$ cat src/rtl/jesd_tx_link_fsm.sv
// JESD204 transmit link-layer controller: CGS, ILA sequencing, sync-request handling and lane muxing.
// Define JESD_TX_ERR_REINIT_EN to re-initialise through ERR_K on short SYNC~ low runs in DATA.
module jesd_tx_link_fsm #(
  parameter int LANES           = 4,
  parameter int ILA_MF_W        = 8,
  parameter int SYNC_REQ_FRAMES = 5,
  parameter int ERR_K_FRAMES    = 4
) (
  input  logic                clk,
  input  logic                rst_n,
  input  logic                frame_clk,
  input  logic                lmfc_clk,
  input  logic                i_sync_n,
  input  logic                i_link_en,
  input  logic [LANES-1:0]    i_lane_en,
  input  logic [ILA_MF_W-1:0] i_ila_multiframe_length,
  output logic [2*LANES-1:0]  o_link_mux,
  output logic [ILA_MF_W:0]   o_ila_mf_idx,
  output logic                o_ila_start,
  output logic                o_link_up,
  output logic [2:0]          o_state
);

  localparam int CNT_W = ILA_MF_W + 1;
  localparam int EK_W  = (ERR_K_FRAMES > 1) ? $clog2(ERR_K_FRAMES) : 1;
  localparam logic [EK_W-1:0] EK_LAST  = EK_W'(ERR_K_FRAMES - 1);
  localparam logic [3:0]      SYNC_THR = 4'(SYNC_REQ_FRAMES);

  typedef enum logic [2:0] {
    ST_IDLE      = 3'd0,
    ST_CGS       = 3'd1,
    ST_WAIT_LMFC = 3'd2,
    ST_ILA       = 3'd3,
    ST_DATA      = 3'd4,
    ST_ERR_K     = 3'd5
  } state_t;

  state_t               state_reg, state_next;
  logic                 run_reg;
  logic [3:0]           low_cnt_reg, low_cnt_next;
  logic [CNT_W-1:0]     ila_cnt_reg, ila_cnt_next;
  logic [CNT_W-1:0]     ila_len_reg, ila_len_next;
  logic [EK_W-1:0]      erk_cnt_reg, erk_cnt_next;
  logic                 sync_req;
  logic                 err_rise;
  logic [1:0]           sel_next;
  logic [2*LANES-1:0]   mux_next;
  logic [2*LANES-1:0]   mux_reg;
  logic [CNT_W-1:0]     idx_reg;
  logic                 start_reg;
  logic                 link_up_reg;

`ifdef JESD_TX_ERR_REINIT_EN
  logic sync_prev_reg;

  always_ff @(posedge clk or negedge rst_n) begin
    if (!rst_n)
      sync_prev_reg <= 1'b1;
    else if (run_reg)
      sync_prev_reg <= i_sync_n;
  end

  // A rise of SYNC~ that ends a run shorter than the request threshold is a link error.
  assign err_rise = !sync_prev_reg && i_sync_n && (low_cnt_reg < SYNC_THR);
`else
  assign err_rise = 1'b0;
`endif

  always_comb begin
    low_cnt_next = low_cnt_reg;
    if (i_sync_n)
      low_cnt_next = '0;
    else if (frame_clk && (low_cnt_reg != 4'd15))
      low_cnt_next = low_cnt_reg + 4'd1;
    sync_req = (low_cnt_next >= SYNC_THR);

    state_next   = state_reg;
    ila_cnt_next = ila_cnt_reg;
    ila_len_next = ila_len_reg;
    erk_cnt_next = erk_cnt_reg;

    case (state_reg)
      ST_IDLE:      if (i_link_en) state_next = ST_CGS;
      ST_CGS:       if (i_sync_n) state_next = ST_WAIT_LMFC;
      ST_WAIT_LMFC: if (lmfc_clk) state_next = ST_ILA;
      ST_ILA: begin
        if (lmfc_clk) begin
          // Compare at full counter width so an all-ones length never wraps.
          if ((ila_cnt_reg + CNT_W'(1)) == (ila_len_reg + CNT_W'(1)))
            state_next = ST_DATA;
          else
            ila_cnt_next = ila_cnt_reg + CNT_W'(1);
        end
      end
      ST_DATA:      if (err_rise) state_next = ST_ERR_K;
      ST_ERR_K: begin
        if (frame_clk) begin
          if (erk_cnt_reg == EK_LAST)
            state_next = ST_WAIT_LMFC;
          else
            erk_cnt_next = erk_cnt_reg + EK_W'(1);
        end
      end
      default:      state_next = ST_IDLE;
    endcase

    if (sync_req && (state_reg != ST_IDLE) && (state_reg != ST_CGS))
      state_next = ST_CGS;
    if (!i_link_en)
      state_next = ST_IDLE;

    if ((state_next == ST_ILA) && (state_reg != ST_ILA)) begin
      ila_cnt_next = '0;
      ila_len_next = {1'b0, i_ila_multiframe_length};
    end
    if ((state_next == ST_ERR_K) && (state_reg != ST_ERR_K))
      erk_cnt_next = '0;
  end

  always_comb begin
    sel_next = 2'd3;
    case (state_next)
      ST_ILA:                         sel_next = 2'd2;
      ST_DATA:                        sel_next = 2'd0;
      ST_CGS, ST_WAIT_LMFC, ST_ERR_K: sel_next = 2'd1;
      default:                        sel_next = 2'd3;
    endcase
  end

  for (genvar gi = 0; gi < LANES; gi++) begin : g_lane
    assign mux_next[2*gi +: 2] = i_lane_en[gi] ? sel_next : 2'd3;
  end

  // run_reg holds everything for the first edge after reset release.
  always_ff @(posedge clk or negedge rst_n) begin
    if (!rst_n) begin
      run_reg     <= 1'b0;
      state_reg   <= ST_IDLE;
      low_cnt_reg <= '0;
      ila_cnt_reg <= '0;
      ila_len_reg <= '0;
      erk_cnt_reg <= '0;
      mux_reg     <= '1;
      idx_reg     <= '0;
      start_reg   <= 1'b0;
      link_up_reg <= 1'b0;
    end else if (!run_reg) begin
      run_reg <= 1'b1;
    end else begin
      state_reg   <= state_next;
      low_cnt_reg <= low_cnt_next;
      ila_cnt_reg <= ila_cnt_next;
      ila_len_reg <= ila_len_next;
      erk_cnt_reg <= erk_cnt_next;
      mux_reg     <= mux_next;
      idx_reg     <= (state_next == ST_ILA) ? ila_cnt_next : '0;
      start_reg   <= (state_next == ST_ILA) && (state_reg != ST_ILA);
      link_up_reg <= (state_next == ST_DATA);
    end
  end

  assign o_link_mux   = mux_reg;
  assign o_ila_mf_idx = idx_reg;
  assign o_ila_start  = start_reg;
  assign o_link_up    = link_up_reg;
  assign o_state      = state_reg;

endmodule

$ cat config.mk
export PLATFORM = sky130hd
export DESIGN_NAME = jesd_tx_link_fsm
export DESIGN_NICKNAME = d
export VERILOG_FILES = /design/src/rtl/jesd_tx_link_fsm.sv
export SDC_FILE = /design/constraint.sdc
export NUM_CORES = 1
export LEC_CHECK = 0
export CAP_MARGIN = 5
export CORE_MARGIN = 5
export CORE_UTILIZATION = 55
export CTS_CLUSTER_DIAMETER = 150
export DETAILED_ROUTE_END_ITERATION = 10
export PLACE_DENSITY = 0.8
export SLEW_MARGIN = 5
export SYNTH_ARGS = -nofsm -noshare
export SYNTH_HDL_FRONTEND = slang
export SYNTH_SLANG_ARGS = --single-unit
export TNS_END_PERCENT = 5
$ cat constraint.sdc
create_clock -name clk -period 3.9 [get_ports clk]
set_input_delay 0.585 -clock clk [delete_from_list [all_inputs] [get_ports clk]]
set_output_delay 0.585 -clock clk [all_outputs]
set_load 0.01 [all_outputs]
# Word-level counts from Yosys, hierarchy flattened
# Index checks and enable logic that the tools add are counted.
# W data, S select, Z words.
[word_totals] wordCells=69 in_bits=18 output_inout_bits=22 reg_bits=46
[classes] eq_ne=17 muxes=25 n_lt_le_gt_ge=1 n_addsub=4 n_reduce_logical=12
[ops] cell="$mux W9" count=5
[ops] cell="$mux W3" count=8
[ops] cell="$pmux W3 S6" count=1
[ops] cell="$mux W2" count=8
[ops] cell="$eq A3 B2 Y1 const B" count=4
[ops] cell="$eq A3 B3 Y1 const B" count=4
[ops] cell="$add A8 B1 Y9 const B" count=1
[ops] cell="$add A9 B1 Y9 const B" count=1
[ops] cell="$eq A9 B9 Y1" count=1
[ops] cell="$mux W4" count=2
[ops] cell="$eq A3 B1 Y1 const B" count=2
[ops] cell="$pmux W2 S3" count=1
[ops] cell="$logic_and A1 B1 Y1" count=5
[ops] cell="$add A4 B1 Y4 const B" count=1
[ops] cell="$ge A4 B3 Y1 const B" count=1
[ops] cell="$ne A4 B4 Y1 const B" count=1
[ops] cell="$reduce_and A4 Y1" count=1
[ops] cell="$reduce_bool A2 Y1" count=2
[ops] cell="$logic_not A3 Y1" count=1
[ops] cell="$ne A3 B1 Y1 const B" count=1
[ops] cell="$ne A3 B2 Y1 const B" count=1
[ops] cell="$ne A3 B3 Y1 const B" count=1
[ops] cell="$reduce_bool A3 Y1" count=1
[ops] cell="$reduce_or A3 Y1" count=1
[ops] cell="other kinds (4)" count=4

# Longest topological paths before layout
# Gate-level depths: netlist of run 1.
[depth] word_depth=13 ltp_mapped=11 ltp_nobuf=8

# Worst setup path after synthesis of run 1
# Ideal clock, no wire load.
[synth_timing] kind="reg-to-reg" startpoint="register ila_cnt_reg[0]" endpoint="register ila_cnt_reg[7]" stages_incl_launch_ff=10 n_path_buf=1 arrival_time_ns=2.367 path_slack_ns=1.395 setup_time_ns=0.138 required_time_ns=3.762 cell_sequence="dfrtp_1 > ha_1 > and3_4 > and3_4 > xnor3_2 > nor4_4 > nand3_1 > buf_4 > a31oi_1 > a31oi_1"
[synth_via] elab_chain_cells=10 elab_cells_between_ends=13 classes_between="add/sub (1); eq/ne (2); mux (9); reduce/logical (1)"
[synth_lines] item="from (decl)" line="41" rtl="logic [CNT_W-1:0] ila_cnt_reg, ila_cnt_next;"
[synth_lines] item="from (signal assigned)" line="152" rtl="ila_cnt_reg <= ila_cnt_next;"
[synth_lines] item="$add A9 B1 Y9 *" line="89, 92"
[synth_lines] item="$eq A9 B9 Y1" line="89" rtl="if ((ila_cnt_reg + CNT_W'(1)) == (ila_len_reg + CNT_W'(1)))"
[synth_lines] item="$mux W3" line="89"
[synth_lines] item="$mux W3" line="87" rtl="if (lmfc_clk) begin"
[synth_lines] item="$pmux W3 S6" line="82" rtl="case (state_reg)"
[synth_lines] item="$mux W3" line="107" rtl="if (sync_req && (state_reg != ST_IDLE) && (state_reg != ST_CGS))"
[synth_lines] item="$mux W3" line="109" rtl="if (!i_link_en)"
[synth_lines] item="$eq A3 B2 Y1" line="112" rtl="if ((state_next == ST_ILA) && (state_reg != ST_ILA)) begin"
[synth_lines] item="$logic_and A1 B1 Y1" line="112"
[synth_lines] item="$mux W9 *" line="112"
# Mark *: on every way between the ends. The rest lies on a longest branch, timed or not.
# A chain may end at the register's enable or synchronous reset.

# Worst setup path after layout of run 1
[layout_timing] startpoint="register ila_cnt_reg[0]" endpoint="register state_reg[0], in the netlist o_state[0]"
[layout_via] elab_chain_cells=7
[layout_lines] item="$add A9 B1 Y9" line="89"
[layout_lines] item="$eq A9 B9 Y1" line="89"
[layout_lines] item="$mux W3" line="89"
[layout_lines] item="$mux W3" line="87"
[layout_lines] item="$pmux W3 S6" line="82"
[layout_lines] item="$mux W3" line="107"
[layout_lines] item="$mux W3" line="109"
[layout_lines] item="to (signal assigned)" line="150" rtl="state_reg <= state_next;"
[layout_lines] item="to (decl)" line="38" rtl="state_t state_reg, state_next;"
# Every way passes these cells.

==> results of run 1 <==
cells in the mapped netlist (2+ instances only):
cell / number
buf_4: 2
o21ai_0: 7
o2bb2ai_1: 3
nand2_1: 24
inv_1: 8
o21ba_2: 2
xor2_1: 6
and4_1: 5
a22o_1: 4
nor2_1: 15
ha_1: 4
o211ai_1: 4
buf_2: 8
a21oi_1: 17
and2_1: 4
o21a_1: 3
a32o_1: 2
and3_1: 13
clkbuf_1: 15
o31ai_1: 3
a221oi_1: 2
o21ai_1: 13
nor2b_1: 7
dfstp_2: 8
mux2_2: 9
a211oi_1: 2
nand3_1: 22
nand4_1: 11
xnor2_1: 5
dfrtp_1: 38
and3_4: 2
a21o_1: 3
a31oi_1: 19
o2111ai_1: 7
kinds of logic after synthesis:
group	Yosys count	synth area share [%]
other	1	0.124
flip-flops	46	38.4
XOR/XNOR	13	4.72
adder cells (fa/ha/maj)	4	1.66
AND/OR/NAND/NOR	120	23.2
AO/OA/AOI/OAI	101	23.4
multiplexers	9	3.35
buffers and inverters	35	5.17
final cells by class:
class / instances / area [um^2] / share of cell area (%)
clock inverters: 3 / 43.8 / 1.25
repair buffers: 42 / 408 / 11.6
well taps: 72 / 90.1 / 2.57
multi-input cells: 248 / 1710 / 48.6
flip-flops and latches: 46 / 1160 / 33.1
inverters: 9 / 33.8 / 0.962
clock buffers: 5 / 68.8 / 1.96
power by group through the flow:
| stage | logic (mW) | clock network (mW) | registers (mW) |
|---|---|---|---|
| after floorplan | 0.355 | 0 | 0.609 |
| after global routing | 0.515 | 0.398 | 0.638 |
| final | 0.470 | 0.367 | 0.626 |
| after detailed placement | 0.467 | 0 | 0.632 |
| after CTS | 0.468 | 0.375 | 0.625 |
| after global placement | 0.451 | 0 | 0.629 |
worst paths after layout:
path                                startpoint              to
worst max-delay path            ila_cnt_reg[0]      o_state[0]
min in group clk                erk_cnt_reg[0]  erk_cnt_reg[0]
worst max register to register  ila_cnt_reg[0]      o_state[0]
max in group asynchronous                rst_n     o_ila_start
worst min-delay path                     rst_n  low_cnt_reg[1]
worst min register to register  erk_cnt_reg[0]  erk_cnt_reg[0]
per-layer routing:
metal | vias up | GRT usage, % | part of all wire (%)
li1 | 1291 | - | -
met1 | 1332 | 28.6 | 45
met2 | 102 | 35.3 | 48
met3 | 14 | 3.93 | 5.5
met4 | 0 | 7.16 | 1.9
met5 | - | 0 | 0
through the flow:
step,cell area [um^2],utilization [%],cells,hold slack [ns],setup slack [ns]
2_1_floorplan,3020,-,329,0.289,1.39
3_3_place_gp,3400,62.5,417,0.460,0.814
3_5_place_dp,3400,62.5,417,0.468,0.753
4_1_cts,3510,64.6,425,0.483,0.928
5_1_grt,3510,64.6,425,0.515,0.720
6_report,3510,64.6,425,0.443,0.899
critical path: stages, from the launching register on:
cell and delay (ns):
dfrtp_1 0.50, ha_1 0.36, and3_4 0.26, and3_4 0.21, xnor3_2 0.39, a211oi_4 0.35, nand4_4 0.29, a31o_1 0.33
a32o_1 0.20
==> impl_metrics.toml, run 1 <==
[outcome]
status = "finished clean"

[clock_tree]
ctsHoldBuffers = 0
clock-root-buffer = "clkbuf_8"
clock-sinks = 46
clk_latency_ns = 0.30
clk_pin_slew_ns = 0.09
cts_buffer_depth = 2
cts_made_buffers = 5
cts_setup_buffers = 0
cts_tree = "yes"
cts_resized = 0
ctsHtreeMaxLevel = 2

[power]
swShare_pct = 34.9
p_seq_share_pct = 42.8
switchingPower_uw = 510
p_per_area_mw_per_mm2 = 417
leakagePower_nw = 1.47
p_clk_share_pct = 25.1
max-vdd-ir-drop_mv = 0.364
p_int_uw = 953
p_comb_share_pct = 32.1
power_mw = 1.46

[global_routing]
grt_max_degree = 47
antenna_found_initial = 0
grt_pass1_wl_mm = 12.7
grt_pass1_vias = 2578
grt_usage_pct = 21.5
overflow = 0

[die]
initial_utilization_pct = 55.6
die_w_um = 84.2
core_area_mm2 = 0.00544
ios = 40
dieHeight_um = 84.2
rows = 27
dieArea_mm2 = 0.00708

[yosys]
synth_top_area_share_pct = 31.4
synthArstFlopShare_pct = 100
synth_edf_count = 0
synthTopCellsByArea = "dfrtp_1 31%, dfstp_2 7.0%, a31oi_1 3.9%, nand3_1 3.6%, mux2_2 3.4%"
synthCells = 329
synth_seq_area_share_pct = 38.4
syn_avg_cell_area_um2 = 9.19
yosys.cell_types.count = 66
synth_warnings = 0
synth.net_count = 351
ys_ff_latch = 46
synth_flop_cell = "dfrtp_1"
yosysTopAreaCell = "dfrtp_1"
syn_area_mm2 = 0.00302

[detailed_routing]
totalWireLength_mm = 7.28
firstDrtPassIters = 7
initialDrtViolationCount = 186
antenna_left = 0
avgRoutedWirePerCell_um = 17.1
avgViaCountPerCell = 6.44
drc_errors = 0
vias = 2739

[timing]
post-route-period-util_pct = 77.0
max_freq_mhz = 333
fin_crit_ns = 3.00
setup_viol = 0
slew_violations = 0
tns_ns = 0
hold_viol_final = 0
rsz0062_at_grt = "no"
slew_headroom_pct = 30.2
worstMarginPinSlew_ns = 1.05
fin_skew_ns = 0.00589

[setup_path]
critPathLaunchType = "flip-flop"
critPathRequiredTime_ns = 4.10
reg2regPathDepth = 8
r2r_slack_ns = 0.90
worstSetupPathType = "flip-flop to flip-flop"
crit_path_end_kind = "flip-flop"
cp_max_fo = 16
cp.arrival_ns = 3.20

[placement]
dpl.hpwl_mm = 5.04
io_buffers = 39
gp_congestion = 0.895

[finish]
antenna_cells = 0
layout-drive-gt1-share_pct = 12.5
area_delta_synth_final_pct = 16.1
layout_common_cells = "38 x dfrtp_1, 38 x clkdlybuf4s50_1, 24 x nand2_1, 22 x nand3_1, 19 x a31oi_1"
fillers = 474
final_nets = 374

[flow_run]
drv_cap = 0

[hold_path]
hold_path_class = "input port to async pin"
No activity file was read; power rests on OpenSTA's default activity.
==> run 2: changes to the inputs <==
--- a/config.mk
+++ b/config.mk
@@ -7,10 +7,10 @@
 export LEC_CHECK = 0
 export CAP_MARGIN = 5
 export CORE_MARGIN = 5
-export CORE_UTILIZATION = 55
+export CORE_UTILIZATION = 50
 export CTS_CLUSTER_DIAMETER = 150
 export DETAILED_ROUTE_END_ITERATION = 10
-export PLACE_DENSITY = 0.8
+export PLACE_DENSITY = 0.76
 export SLEW_MARGIN = 5
 export SYNTH_ARGS = -nofsm -noshare
 export SYNTH_HDL_FRONTEND = slang
==> constraint.sdc (replaced) <==
create_clock -name clk -period 2.75 [get_ports clk]
set_input_delay 0.4125 -clock clk [delete_from_list [all_inputs] [get_ports clk]]
set_output_delay 0.4125 -clock clk [all_outputs]
set_load 0.01 [all_outputs]
==> impl_metrics.toml, run 2 (synthesis results as in run 1) <==
[outcome]
status = "finished clean"

[setup_path]
cp_max_fo = 8
worstSetupPathType = "flip-flop to flip-flop"
critPathLaunchType = "flip-flop"
cp.arrival_ns = 2.85
critPathRequiredTime_ns = 2.98
crit_path_end_kind = "flip-flop"

[clock_tree]
clock-root-buffer = "clkbuf_8"
cts_buffer_depth = 2
clock-sinks = 46
ctsHtreeMaxLevel = 2
ctsHoldBuffers = 0
cts_made_buffers = 5
cts_setup_buffers = 0
cts_tree = "yes"
cts_resized = 0
clk_latency_ns = 0.30
clk_pin_slew_ns = 0.09

[power]
p_per_area_mw_per_mm2 = 604
swShare_pct = 32.9
switchingPower_uw = 728
max-vdd-ir-drop_mv = 0.473
p_int_mw = 1.48
p_clk_share_pct = 27.5
p_seq_share_pct = 39.3
p_comb_share_pct = 33.1
leakagePower_nw = 1.55

[global_routing]
grt_usage_pct = 20.0
antenna_found_initial = 0
grt_pass1_wl_mm = 12.3
use_met1_pct = 25.2
globalRouteMet2Util_pct = 34.7
use_met3_pct = 2.63
grt_max_degree = 47
grt_pass1_vias = 2607
grt-busiest-layer = "met2"
overflow = 0

[timing]
tns_ns = 0
slew_violations = 0
fin_skew_ns = 0.00571
max_freq_mhz = 382
slew_headroom_pct = 31.6
rsz0062_at_grt = "yes"
setup_viol = 0
hold_viol_final = 0
fin_crit_ns = 2.62
post-route-period-util_pct = 95.1
worstMarginPinSlew_ns = 1.03

[placement]
placed_cell_area_mm2 = 0.00350
gp_congestion = 0.924
dpl.hpwl_mm = 5.34
io_buffers = 39

[finish]
antenna_cells = 0
regArea_mm2 = 0.00116
multi_input_area_mm2 = 0.00173
layout-drive-gt1-share_pct = 17.2
fillers = 500
fin_area_mm2 = 0.00366
final_nets = 387
layout_common_cells = "38 x dfrtp_1, 38 x clkdlybuf4s50_1, 24 x nand2_1, 22 x nand3_1, 19 x a31oi_1"
area_delta_synth_final_pct = 21.0

[die]
ios = 40
dieHeight_um = 87.8
dieArea_mm2 = 0.00770
die_w_um = 87.8
rows = 28
initial_utilization_pct = 51.4
core_area_mm2 = 0.00589

[detailed_routing]
initialDrtViolationCount = 113
avgRoutedWirePerCell_um = 16.9
vias = 2758
avgViaCountPerCell = 6.25
firstDrtPassIters = 5
antenna_left = 0
drc_errors = 0
totalWireLength_mm = 7.47

[flow_run]
drv_cap = 0

[hold_path]
hold_path_class = "input port to async pin"
-- run 2: changes by cell type in the layout (fill, tap and decap cells not counted), sizes merged --
cell / change
bufinv: +1
buf: +13
inv: -1
-- run 2: power by group through the flow --
stage | registers, mW | clock network, mW | logic (mW)
floorplan | 0.863 | 0 | 0.504
global placement | 0.879 | 0 | 0.698
detailed placement | 0.883 | 0 | 0.714
CTS | 0.870 | 0.620 | 0.726
global route | 0.885 | 0.646 | 0.801
finish | 0.870 | 0.609 | 0.732
-- run 2: worst paths after layout --
| check | start | to | slack (ns) | cells past startpoint |
|---|---|---|---|---|
| setup / recovery | low_cnt_reg[0] | o_link_mux[5] | 0.13 | 8 |
| setup reg to reg | low_cnt_reg[0] | o_link_mux[5] | 0.13 | 8 |
| hold reg to reg | erk_cnt_reg[0] | erk_cnt_reg[0] | 0.48 | 1 |
| hold / removal | rst_n | low_cnt_reg[2] | 0.28 | 1 |
| max in group asynchronous | rst_n | ila_len_reg[4] | 1.85 | 1 |
| min in group clk | erk_cnt_reg[0] | erk_cnt_reg[0] | 0.48 | 1 |
-- run 2: worst max-delay path, stage by stage, from the launching register on --
cell       delay [ns]
dfrtp_1          0.48
ha_1             0.34
and3b_1          0.20
a2111oi_2        0.42
a21oi_1          0.18
buf_4            0.17
a32oi_1          0.39
o21ba_2          0.28
o21ai_1          0.08
-- run 2: final cells by class --
cell class	instances	area share, %
repair buffers	55	13.8
well taps	75	2.56
clock buffers	5	1.88
clock inverters	3	1.88
multi-input cells	248	47.2
inverters	9	0.923
flip-flops and latches	46	31.7
-- run 2: metrics by stage --
| stage | hold slack (ns) | total power [mW] | util (%) | setup slack [ns] | std cells |
|---|---|---|---|---|---|
| 2_1_floorplan | 0.117 | 1.37 | - | 0.245 | 329 |
| 3_3_place_gp | 0.465 | 1.58 | 59.5 | 0.0205 | 433 |
| 3_5_place_dp | 0.470 | 1.60 | 59.5 | -0.106 | 433 |
| 4_1_cts | 0.316 | 2.22 | 61.8 | 0.0524 | 441 |
| 5_1_grt | 0.364 | 2.33 | 62.2 | -0.0376 | 441 |
| 6_report | 0.278 | 2.21 | 62.2 | 0.135 | 441 |
-- run 2: per-layer routing --
| layer | part of all wire, % | up-vias |
|---|---|---|
| met2 | 50 | 100 |
| met1 | 42 | 1319 |
| met5 | 0 | - |
| met4 | 2.1 | 0 |
| li1 | - | 1322 |
| met3 | 6.6 | 17 |
